`src/rtl/pn_join_net_if.sv`:
```
// Petri-net join channel bundle: producer deposits, consumer takes, fire enable and status.
interface pn_join_net_if #(
    parameter int N_IN  = 2,
    parameter int OUT_W = 3
);
    logic [N_IN-1:0]  in;
    logic [N_IN-1:0]  in_ready;
    logic             fire_en;
    logic             out_take;
    logic             out1;
    logic [OUT_W-1:0] out_count;
    logic             fire;
    logic             overflow;

    modport master (
        output in, fire_en, out_take,
        input  in_ready, out1, out_count, fire, overflow
    );

    modport slave (
        input  in, fire_en, out_take,
        output in_ready, out1, out_count, fire, overflow
    );
endinterface

```
`src/rtl/pn_join_net.sv`:
```
// N_IN-input Petri-net join into a bounded output place; deposit-to-out1 latency 2 cycles.
// Back-pressure: in_ready drops when a place is full and T cannot consume from it this cycle.
module pn_join_net #(
    parameter int N_IN    = 2,
    parameter int IN_CAP  = 3,
    parameter int OUT_CAP = 4,
    parameter int IN_W    = $clog2(IN_CAP + 1),
    parameter int OUT_W   = $clog2(OUT_CAP + 1)
) (
    input  logic         clk,
    input  logic         rst,
    pn_join_net_if.slave bus
);
    localparam logic [IN_W-1:0]  IN_CAP_V  = IN_W'(IN_CAP);
    localparam logic [OUT_W-1:0] OUT_CAP_V = OUT_W'(OUT_CAP);

    logic [IN_W-1:0]  in_count [N_IN];
    logic [OUT_W-1:0] out_count_q;
    logic             fire_q;
    logic             overflow_q;

    logic             all_marked;
    logic             take_ok;
    logic             fire_now;
    logic [N_IN-1:0]  ready;
    logic [N_IN-1:0]  dep;

    // T only sees registered counts; same-cycle deposits wait one cycle.
    always_comb begin
        all_marked = 1'b1;
        for (int i = 0; i < N_IN; i++) begin
            if (in_count[i] == '0) all_marked = 1'b0;
        end
        take_ok  = bus.out_take & (out_count_q != '0);
        fire_now = bus.fire_en & all_marked &
                   ((out_count_q - OUT_W'(take_ok)) < OUT_CAP_V);
        for (int i = 0; i < N_IN; i++) begin
            ready[i] = (in_count[i] < IN_CAP_V) | fire_now;
        end
        dep = bus.in & ready;
    end

    always_ff @(posedge clk or negedge rst) begin
        if (!rst) begin
            for (int i = 0; i < N_IN; i++) in_count[i] <= '0;
            out_count_q <= '0;
            fire_q      <= 1'b0;
            overflow_q  <= 1'b0;
        end else begin
            // Modular add/sub stays exact: a full place only accepts when T also consumes.
            for (int i = 0; i < N_IN; i++) begin
                in_count[i] <= in_count[i] + IN_W'(dep[i]) - IN_W'(fire_now);
            end
            out_count_q <= out_count_q + OUT_W'(fire_now) - OUT_W'(take_ok);
            fire_q      <= fire_now;
            overflow_q  <= overflow_q | (|(bus.in & ~ready));
        end
    end

    assign bus.in_ready  = ready;
    assign bus.out_count = out_count_q;
    assign bus.out1      = (out_count_q != '0);
    assign bus.fire      = fire_q;
    assign bus.overflow  = overflow_q;
endmodule

```
`src/flat_wrapper.sv`:
```
// flat-port wrapper written by rule: the top's interface ports become plain ports
module pn_join_net_flat 
#(
    parameter int N_IN    = 2,
    parameter int IN_CAP  = 3,
    parameter int OUT_CAP = 4,
    parameter int IN_W    = $clog2(IN_CAP + 1),
    parameter int OUT_W   = $clog2(OUT_CAP + 1)
)
  (clk, rst, bus_in, bus_fire_en, bus_out_take, bus_in_ready, bus_out1, bus_out_count, bus_fire, bus_overflow);
  pn_join_net_if #(.N_IN(N_IN), .OUT_W(OUT_W)) bus_i ();
  input  logic clk;
  input  logic rst;
  input wire logic [$bits(bus_i.in)-1:0] bus_in;
  input wire logic [$bits(bus_i.fire_en)-1:0] bus_fire_en;
  input wire logic [$bits(bus_i.out_take)-1:0] bus_out_take;
  output wire logic [$bits(bus_i.in_ready)-1:0] bus_in_ready;
  output wire logic [$bits(bus_i.out1)-1:0] bus_out1;
  output wire logic [$bits(bus_i.out_count)-1:0] bus_out_count;
  output wire logic [$bits(bus_i.fire)-1:0] bus_fire;
  output wire logic [$bits(bus_i.overflow)-1:0] bus_overflow;
  assign bus_i.in = bus_in;
  assign bus_i.fire_en = bus_fire_en;
  assign bus_i.out_take = bus_out_take;
  assign bus_in_ready = bus_i.in_ready;
  assign bus_out1 = bus_i.out1;
  assign bus_out_count = bus_i.out_count;
  assign bus_fire = bus_i.fire;
  assign bus_overflow = bus_i.overflow;
  pn_join_net #(.N_IN(N_IN), .IN_CAP(IN_CAP), .OUT_CAP(OUT_CAP), .IN_W(IN_W), .OUT_W(OUT_W)) u_core (.clk(clk), .rst(rst), .bus(bus_i));
endmodule
```
`config.mk`:
```
export PLATFORM = sky130hd
export DESIGN_NAME = pn_join_net_flat
export DESIGN_NICKNAME = d
export VERILOG_FILES = /design/src/rtl/pn_join_net_if.sv /design/src/rtl/pn_join_net.sv /design/src/flat_wrapper.sv
export SDC_FILE = /design/constraint.sdc
export NUM_CORES = 1
export LEC_CHECK = 0
export CAP_MARGIN = 10
export CORE_ASPECT_RATIO = 1.1
export CORE_UTILIZATION = 30
export DETAILED_ROUTE_END_ITERATION = 6
export PLACE_DENSITY = 0.53
export SYNTH_ARGS = -nofsm -noshare
export SYNTH_HDL_FRONTEND = slang
export SYNTH_SLANG_ARGS = --single-unit
```
`constraint.sdc`:
```
create_clock -name clk -period 4 [get_ports clk]
set_input_delay 0.8 -clock clk [delete_from_list [all_inputs] [get_ports clk]]
set_output_delay 0.8 -clock clk [all_outputs]
set_load 0.01 [all_outputs]
```
; Yosys cells after proc, flatten, opt, wreduce, memory -nomap -nowiden
; Index checks and enable logic that the tools add are counted.
[classes]
addsub = 7
magnitude_cmp = 3
n_mux = 2
bitwise = 9
reduce_logical = 4
[op_table]
columns = operator, count
row1 = subtractor 3 x 1 -> 3 bit, 2
row2 = adder 2 x 1 -> 2 bit, 2
row3 = bitwise AND 2 bit, 2
row4 = zero test 2 bit, 2
row5 = "< comparator 2 bit, second input constant", 2
row6 = subtractor 2 x 1 -> 2 bit, 2
row7 = adder 3 x 1 -> 3 bit, 1
row8 = bitwise AND 1 bit, 3
row9 = "< comparator 3 bit, second input constant", 1
row10 = OR 1 bit, 3
row11 = nonzero test 3 bit, 1
row12 = two-way mux 1 bit, 2
row13 = NOT 2 bit, 1
row14 = OR reduction 2 bit, 1
[totals]
reg_bits = 9
in_bits = 6
out_inout_bits = 8
elab_cells = 30

; Longest topological paths before layout
; Gate-level depths: netlist of the first run.
[logic_depth]
ltp_word = 10
depth_mapped = 12
mapped_depth_nobuf = 12

; Worst setup path after synthesis of the first run
; Ideal clock, no wire load.
[synth_path]
path_kind = register -> register
start = register u_core.out_count_q[1], in the netlist u_core.bus.out_count[1]
end = register u_core.out_count_q[2], in the netlist u_core.bus.out_count[2]
setup_ps = 124
arrival_time_ps = 2701
required_time_ps = 3876
slack_ps = 1176
stages_incl_launch_ff = 12
path_buffers = 0
period_less_slack_ps = 2824
cell_sequence = dfrtp_1 -> or3_2 -> and2_1 -> ha_1 -> ha_1 -> xnor2_2 -> o211ai_2 -> nor2_1 -> ha_1 -> fa_1 -> xnor2_1 -> xnor2_1
[synth_via]
elab_chain_cells = 7
[synth_rtl]
columns = item, line_no
row1 = start: declaration, pn_join_net.sv:18  ; logic [OUT_W-1:0] out_count_q;
row2 = start signal: assignment, pn_join_net.sv:54  ; out_count_q <= out_count_q + OUT_W'(fire_now) - OUT_W'(take_ok);
row3 = nonzero test 3 bit, --
row4 = named net bus_out1, flat_wrapper.sv:18  ; output wire logic [$bits(bus_i.out1)-1:0] bus_out1;
row5 = bitwise AND 1 bit, pn_join_net.sv:34  ; take_ok = bus.out_take & (out_count_q != '0);
row6 = subtractor 3 x 1 -> 3 bit, pn_join_net.sv:36  ; ((out_count_q - OUT_W'(take_ok)) < OUT_CAP_V);
row7 = < comparator 3 bit, pn_join_net.sv:36
row8 = bitwise AND 1 bit, pn_join_net.sv:35  ; fire_now = bus.fire_en & all_marked &
row9 = named net u_core.fire_now, pn_join_net.sv:24  ; logic fire_now;
row10 = adder 3 x 1 -> 3 bit, pn_join_net.sv:54
row11 = subtractor 3 x 1 -> 3 bit, pn_join_net.sv:54
; The timed path passes the listed nets, and every way through them passes these cells.

; Worst setup path after layout of the first run
[layout_path]
start = input bus_out_take
end = output bus_in_ready[0]
[layout_via]
elab_chain_cells = 5
[layout_rtl]
columns = item, line_no
row1 = start: declaration, flat_wrapper.sv:16  ; input wire logic [$bits(bus_i.out_take)-1:0] bus_out_take;
row2 = bitwise AND 1 bit, pn_join_net.sv:34
row3 = subtractor 3 x 1 -> 3 bit, pn_join_net.sv:36
row4 = < comparator 3 bit, pn_join_net.sv:36
row5 = bitwise AND 1 bit, pn_join_net.sv:35
row6 = OR 1 bit, pn_join_net.sv:38  ; ready[i] = (in_count[i] < IN_CAP_V) | fire_now;
row7 = end: declaration, flat_wrapper.sv:17  ; output wire logic [$bits(bus_i.in_ready)-1:0] bus_in_ready;
; Every way passes these cells.

==> results of run 1 <==
-- critical path: stages --
cell and delay [ns]:
clkdlybuf4s50_1 0.39, and2_1 0.13, ha_1 0.20, ha_1 0.22, xnor2_2 0.19, o211ai_2 0.15
nand3_1 0.10, clkdlybuf4s50_1 0.53
-- metrics by stage --
step	instance area [µm²]	instances	setup WS (ns)	power [mW]
global route	711	82	0.355	0.635
global placement	684	78	0.502	0.505
detailed placement	684	78	0.485	0.508
finish	711	82	0.490	0.571
floorplan	533	48	1.18	0.394
CTS	711	82	0.478	0.584
-- how the worst max path moves through the flow --
stage | from | endpoint | slack (ns) | cells past startpoint
2_1_floorplan | u_core.bus.out_count[1]$_DFF_PN0_ | u_core.bus.out_count[2]$_DFF_PN0_ | 1.18 | 11
3_3_place_gp | bus_out_take | bus_in_ready[0] | 0.50 | 8
3_5_place_dp | bus_out_take | bus_in_ready[0] | 0.49 | 8
4_1_cts | u_core.bus.out_count[1]$_DFF_PN0_ | bus_in_ready[0] | 0.48 | 8
5_1_grt | u_core.bus.out_count[1]$_DFF_PN0_ | bus_in_ready[0] | 0.36 | 8
6_report | bus_out_take | bus_in_ready[0] | 0.49 | 8
-- metal layers --
| metal | GRT usage, % | vias up |
|---|---|---|
| li1 | - | 190 |
| met1 | 13.1 | 182 |
| met2 | 18.2 | 12 |
| met3 | 3.14 | 2 |
| met4 | 7.50 | 0 |
| met5 | 0 | - |
-- area by class of cell --
type	instances	share of cell area [%]
tap	17	2.99
sequential	9	31.7
multi-input combinational	30	38.6
clock buffer	4	3.70
inverter	9	4.75
timing repair buffer	13	18.3
-- registers in the layout (all words and copies together), names as in the netlist --
signal,cells
u_core.bus.out_count,3
u_core.in_count,4
u_core.bus.fire,1
u_core.bus.overflow,1
-- logic make-up after synthesis --
logic type               count (synthesis)  share of synthesized area [%]
AO/OA/AOI/OAI                            5                           8.45
flip-flops                               9                           42.3
adder cells (fa/ha/maj)                  8                           20.2
buffers and inverters                    9                           6.34
XOR/XNOR                                 7                           12.9
AND/OR/NAND/NOR                         10                           9.86
-- cell usage in the layout (no fill, tap or decap), types with 2 or more instances in the layout --
cell type,synthesis,final
ha_1,7,7
nand2_1,2,2
nor2_1,2,2
clkdlybuf4s50_1,0,13
and3_1,2,2
clkbuf_4,0,3
xnor2_1,6,6
and2_1,2,2
inv_1,9,9
dfrtp_1,9,9
-- power groups by stage --
| stage | clock (mW) | sequential, mW | combinational (mW) |
|---|---|---|---|
| floorplan | 0 | 0.187 | 0.207 |
| global placement | 0 | 0.188 | 0.317 |
| detailed placement | 0 | 0.186 | 0.322 |
| CTS | 0.0769 | 0.186 | 0.321 |
| global route | 0.0800 | 0.194 | 0.361 |
| finish | 0.0719 | 0.185 | 0.314 |
==> results by group, run 1 <==
Floorplanning
  – Placement row count: 15
  – Die Height: 46.2 µm
  – Die area: 0.00195 mm²
  – Die width: 42.2 µm
  – # IOs: 14
  – Core area: 0.00161 mm²
  – Initial Util: 33.0%

Yosys
  – Synth top area share: 42.3%
  – Post-synthesis sequential area ratio: 42.3%
  – Number of synthesis warnings: 0
  – EDFF count, synth: 0
  – Top area cells in the synthesized netlist: dfrtp_1, ha_1, xnor2_1
  – Yosys cell types: 17
  – Synth Cell Area: 533 µm²
  – Commonest cells post-synth: dfrtp_1, inv_1, ha_1
  – Yosys reg bits: 9
  – Fraction of registers with async set/reset: 100%
  – Dominant cell type by area after synthesis: dfrtp_1
  – Top_reg_cell synth: dfrtp_1
  – Synth Area per Inst: 11.1 µm²
  – Cell count after synthesis: 48
  – Syn nets: 62

Critical path
  – R2R setup slack: 1.03 ns
  – CP Launch Type: primary input
  – Reg-to-Reg Start: u_core.bus.out_count[1]$_DFF_PN0_
  – Signal arrival time at the worst endpoint: 2.71 ns
  – Crit-path max FO: 4
  – Critical setup path kind: primary input to output pin
  – Worst R2R End: u_core.in_count[3]$_DFF_PN0_
  – FF-to-FF path depth: 12
  – Worst setup EP type: output pin
  – Crit path required time: 3.20 ns

Worst hold path
  – Hold Path Stages: 1
  – Hold_sp: u_core.bus.overflow$_DFF_PN0_
  – Hold WC Path Type: flop to flop
  – Hold Crit Endpoint: u_core.bus.overflow$_DFF_PN0_

Routing
  – Routed wire length per instance: 11.3 µm
  – Metal2 WL: 416 µm
  – Vias per cell: 4.71
  – Drt pass-1 iters: 3
  – DRC Markers: 0
  – Routed wire length on met3: 74 µm
  – Via count: 386
  – Metal-1 WL: 428 µm
  – Total Wirelength: 926 µm
  – Post-DRT Antenna Nets: 0
  – DRT iter0 DRCs: 3
  – Top Metal Used: met4

Layout
  – Ant. Diodes: 0
  – FILL cells: 174
  – Register area: 225 µm²
  – Share of cells above drive strength 1: 10.8%
  – Finished Core Util: 44.0%
  – P&R area growth vs syn: 33.3%
  – Area of the multi-input gates: 274 µm²
  – Final net count: 80

Job
  – Max Cap Violations: 0

Timing
  – Rel. slew slack: 70.3%
  – Final critical-path share of the clock period: 87.8%
  – Final setup vio count: 0
  – Tmin final: 3.51 ns
  – RSZ-0062 raised after global routing: false
  – Worst slew pin tran: 0.444 ns
  – Max Freq: 0.285 GHz
  – Final Skew: 0.00662 ns
  – Final Hold Vio Count: 0
  – Fin. max-slew vios: 0
  – Final hold slack: 0.490 ns
  – Final TNS setup: 0 ns

Global route
  – Number of global-route vias before repair: 380
  – Initial antenna violation count: 0
  – GRT overflow: 0
  – Largest net degree at the start of global routing: 10
  – Total GRT Usage: 11.2%
  – First-pass GRT wire length: 1.56 mm

Clocking
  – Reg clk slew, reported paths: 0.07 ns
  – Inserted Clock Buffers: 3
  – H-tree depth: 1
  – Post CTS Setup Buffer Count: 0
  – Post-CTS resize count: 0
  – CTS root buffer: clkbuf_4
  – Clock Latency Late Sink: 0.26 ns
  – CTS Buffer Depth: 2
  – CTS tree: done
  – CTS Sinks: 9
  – CTS hold repair buffers: 0

Power
  – P_leak: 0.341 nW
  – Switch Pwr: 0.217 mW
  – Clock share of power: 12.6%
  – Combinational Power Share: 55.0%
  – PwrDens: 804 mW/mm²
  – Switching share of power: 38.0%
  – P_int: 0.354 mW
  – VDD IR max: 368 µV
  – Sequential group share of total power: 32.4%

Placement
  – Post-DP HPWL: 688 µm
  – Port Buffers: 13
  – RePlAce Congestion: 0.687

Outcome
  – Run status: finished clean
Power figures use the tool's default switching activity.
==> run 2, diff against run 1 <==
Clock period 4 ns to 4.1 ns, I/O delays scaled along.
==> run 2 against run 1 <==
  * Cell count unchanged
  * Sequential power about the same
  * Highest routed layer unchanged
  * Via count down 1.8%
  * Worst setup slack better by 0.074 ns
  * Design area unchanged
  * Critical endpoint unchanged
==> results by group, run 2 (synthesized netlist as in run 1, its figures left out) <==
Layout
  – Ant. Diodes: 0 (unchanged)
  – FILL cells: 167 (-4.0%)
  – Max reg flops: 4 (unchanged)
  – Most flops, register: u_core.in_count
  – Share of cells above drive strength 1: 10.8% (unchanged)
  – Most common cell after layout, fill and taps aside: clkdlybuf4s50_1
  – P&R area growth vs syn: 33.3% (unchanged)
  – Most frequent cells in the layout: clkdlybuf4s50_1, inv_1, dfrtp_1
  – Final net count: 80 (unchanged)
  – Finished Core Util: 44.0% (unchanged)

Global route
  – Largest net degree at the start of global routing: 10 (unchanged)
  – Number of global-route vias before repair: 399 (+5.0%)
  – Initial antenna violation count: 0 (unchanged)
  – GRT overflow: 0 (unchanged)
  – Total GRT Usage: 11.7% (+0.43 points)
  – First-pass GRT wire length: 1.62 mm (+4.0%)

Clocking
  – Post-CTS resize count: 0 (unchanged)
  – CTS hold repair buffers: 0 (unchanged)
  – CTS Sinks: 9 (unchanged)
  – Reg clk slew, reported paths: 0.06 ns (about the same)
  – Inserted Clock Buffers: 3 (unchanged)
  – CTS Buffer Depth: 2 (unchanged)
  – CTS tree: done
  – CTS root buffer: clkbuf_4
  – H-tree depth: 1 (unchanged)
  – Clock Latency Late Sink: 0.26 ns (about the same)
  – Post CTS Setup Buffer Count: 0 (unchanged)

Routing
  – DRT iter0 DRCs: 0 (-3)
  – DRC Markers: 0 (unchanged)
  – Total Wirelength: 921 µm (-0.54%)
  – Post-DRT Antenna Nets: 0 (unchanged)
  – Drt pass-1 iters: 1 (-2)
  – Routed wire length per instance: 11.2 µm (-0.54%)
  – Via count: 379 (-1.8%)
  – Vias per cell: 4.62 (-1.8%)

Critical path
  – Critical-path top delay cell: clkdlybuf4s50_1
  – Crit path required time: 3.28 ns (+0.08 ns)
  – CP Launch Type: primary input
  – Worst Path Buf+Inv: 2 (unchanged)
  – Crit-path leading delay family: buffers and inverters
  – Crit-path max FO: 4 (unchanged)
  – Signal arrival time at the worst endpoint: 2.72 ns (about the same)
  – Max stage delay on crit path: 0.53 ns (about the same)
  – Worst setup EP type: output pin
  – Critical setup path kind: primary input to output pin
  – Worst-path cell chain: clkdlybuf4s50_1 > and2_1 > ha_1 > ha_1 > xnor2_2 > o211ai_2 > nand3_1 > clkdlybuf4s50_1

Floorplanning
  – # IOs: 14 (unchanged)
  – Core area: 0.00161 mm² (unchanged)
  – Die Height: 46.2 µm (unchanged)
  – Initial Util: 33.0% (unchanged)
  – Die area: 0.00195 mm² (unchanged)
  – Die width: 42.2 µm (unchanged)
  – Placement row count: 15 (unchanged)

Timing
  – Fin. max-slew vios: 0 (unchanged)
  – Final Skew: 0.00302 ns (-0.00359 ns)
  – Final critical-path share of the clock period: 86.3%
  – Final setup vio count: 0 (unchanged)
  – Worst slew pin tran: 0.420 ns (-0.0240 ns)
  – Max Freq: 0.283 GHz
  – Tmin final: 3.54 ns
  – Final TNS setup: 0 ns (unchanged)
  – Final Hold Vio Count: 0 (unchanged)
  – Rel. slew slack: 71.9% (+1.6 points)
  – RSZ-0062 raised after global routing: false

Placement
  – RePlAce Congestion: 0.675 (-1.8%)
  – Port Buffers: 13 (unchanged)
  – Post-DP HPWL: 705 µm (+2.4%)

Power
  – P_leak: 0.341 nW (unchanged)
  – PwrDens: 786 mW/mm² (-2.3%)
  – VDD IR max: 291 µV (-21%)

Worst hold path
  – Hold WC Path Type: flop to flop

Outcome
  – Run status: finished clean

Job
  – Max Cap Violations: 0 (unchanged)
## run 2: cell type report
class                   count  area [µm²]  share of cell area [%]
multi-input cells          30         274                    38.6
inverters                   9        33.8                    4.75
repair buffers             13         130                    18.3
flip-flops and latches      9         225                    31.7
clock buffers               4        26.3                    3.70
well taps                  17        21.3                    2.99
## run 2: report_power, final
group	leakage (nW)	switching (mW)	internal, mW	total [mW]
Sequential	0.104	0.0472	0.135	0.182
Combinational	0.222	0.135	0.173	0.307
Clock	0.0150	0.0313	0.0375	0.0688
Total	0.341	0.213	0.345	0.558
## run 2: stage by stage
step	instance area (µm²)	cells	worst slack, ns	power [mW]	hold slack, ns
2_1_floorplan	533	48	1.28	0.384	0.517
3_3_place_gp	684	78	0.562	0.492	0.468
3_5_place_dp	684	78	0.542	0.497	0.475
4_1_cts	711	82	0.547	0.570	0.490
5_1_grt	711	82	0.438	0.617	0.520
6_report	711	82	0.564	0.558	0.481
## run 2: final timing paths
check	endpoint	slack, ns	cells after the start	start
min in group asynchronous	u_core.in_count[1]$_DFF_PN0_	0.86	1	rst
setup reg to reg	u_core.in_count[3]$_DFF_PN0_	1.13	12	u_core.bus.out_count[2]$_DFF_PN0_
hold reg to reg	u_core.bus.overflow$_DFF_PN0_	0.48	1	u_core.bus.overflow$_DFF_PN0_
max in group asynchronous	u_core.bus.fire$_DFF_PN0_	2.94	1	rst
hold / removal	u_core.bus.overflow$_DFF_PN0_	0.48	1	u_core.bus.overflow$_DFF_PN0_
setup / recovery	bus_in_ready[0]	0.56	8	bus_out_take
## run 2: metal layers
metal / part of all wire [%] / track usage, % / wire length [µm] / up-vias
li1: - / - / - / 187
met5: 0 / 0 / 0 / -
met1: 44 / 12.9 / 407 / 178
met4: 0.65 / 7.50 / 6 / 0
met2: 46 / 20.0 / 423 / 12
met3: 9.0 / 3.14 / 83 / 2
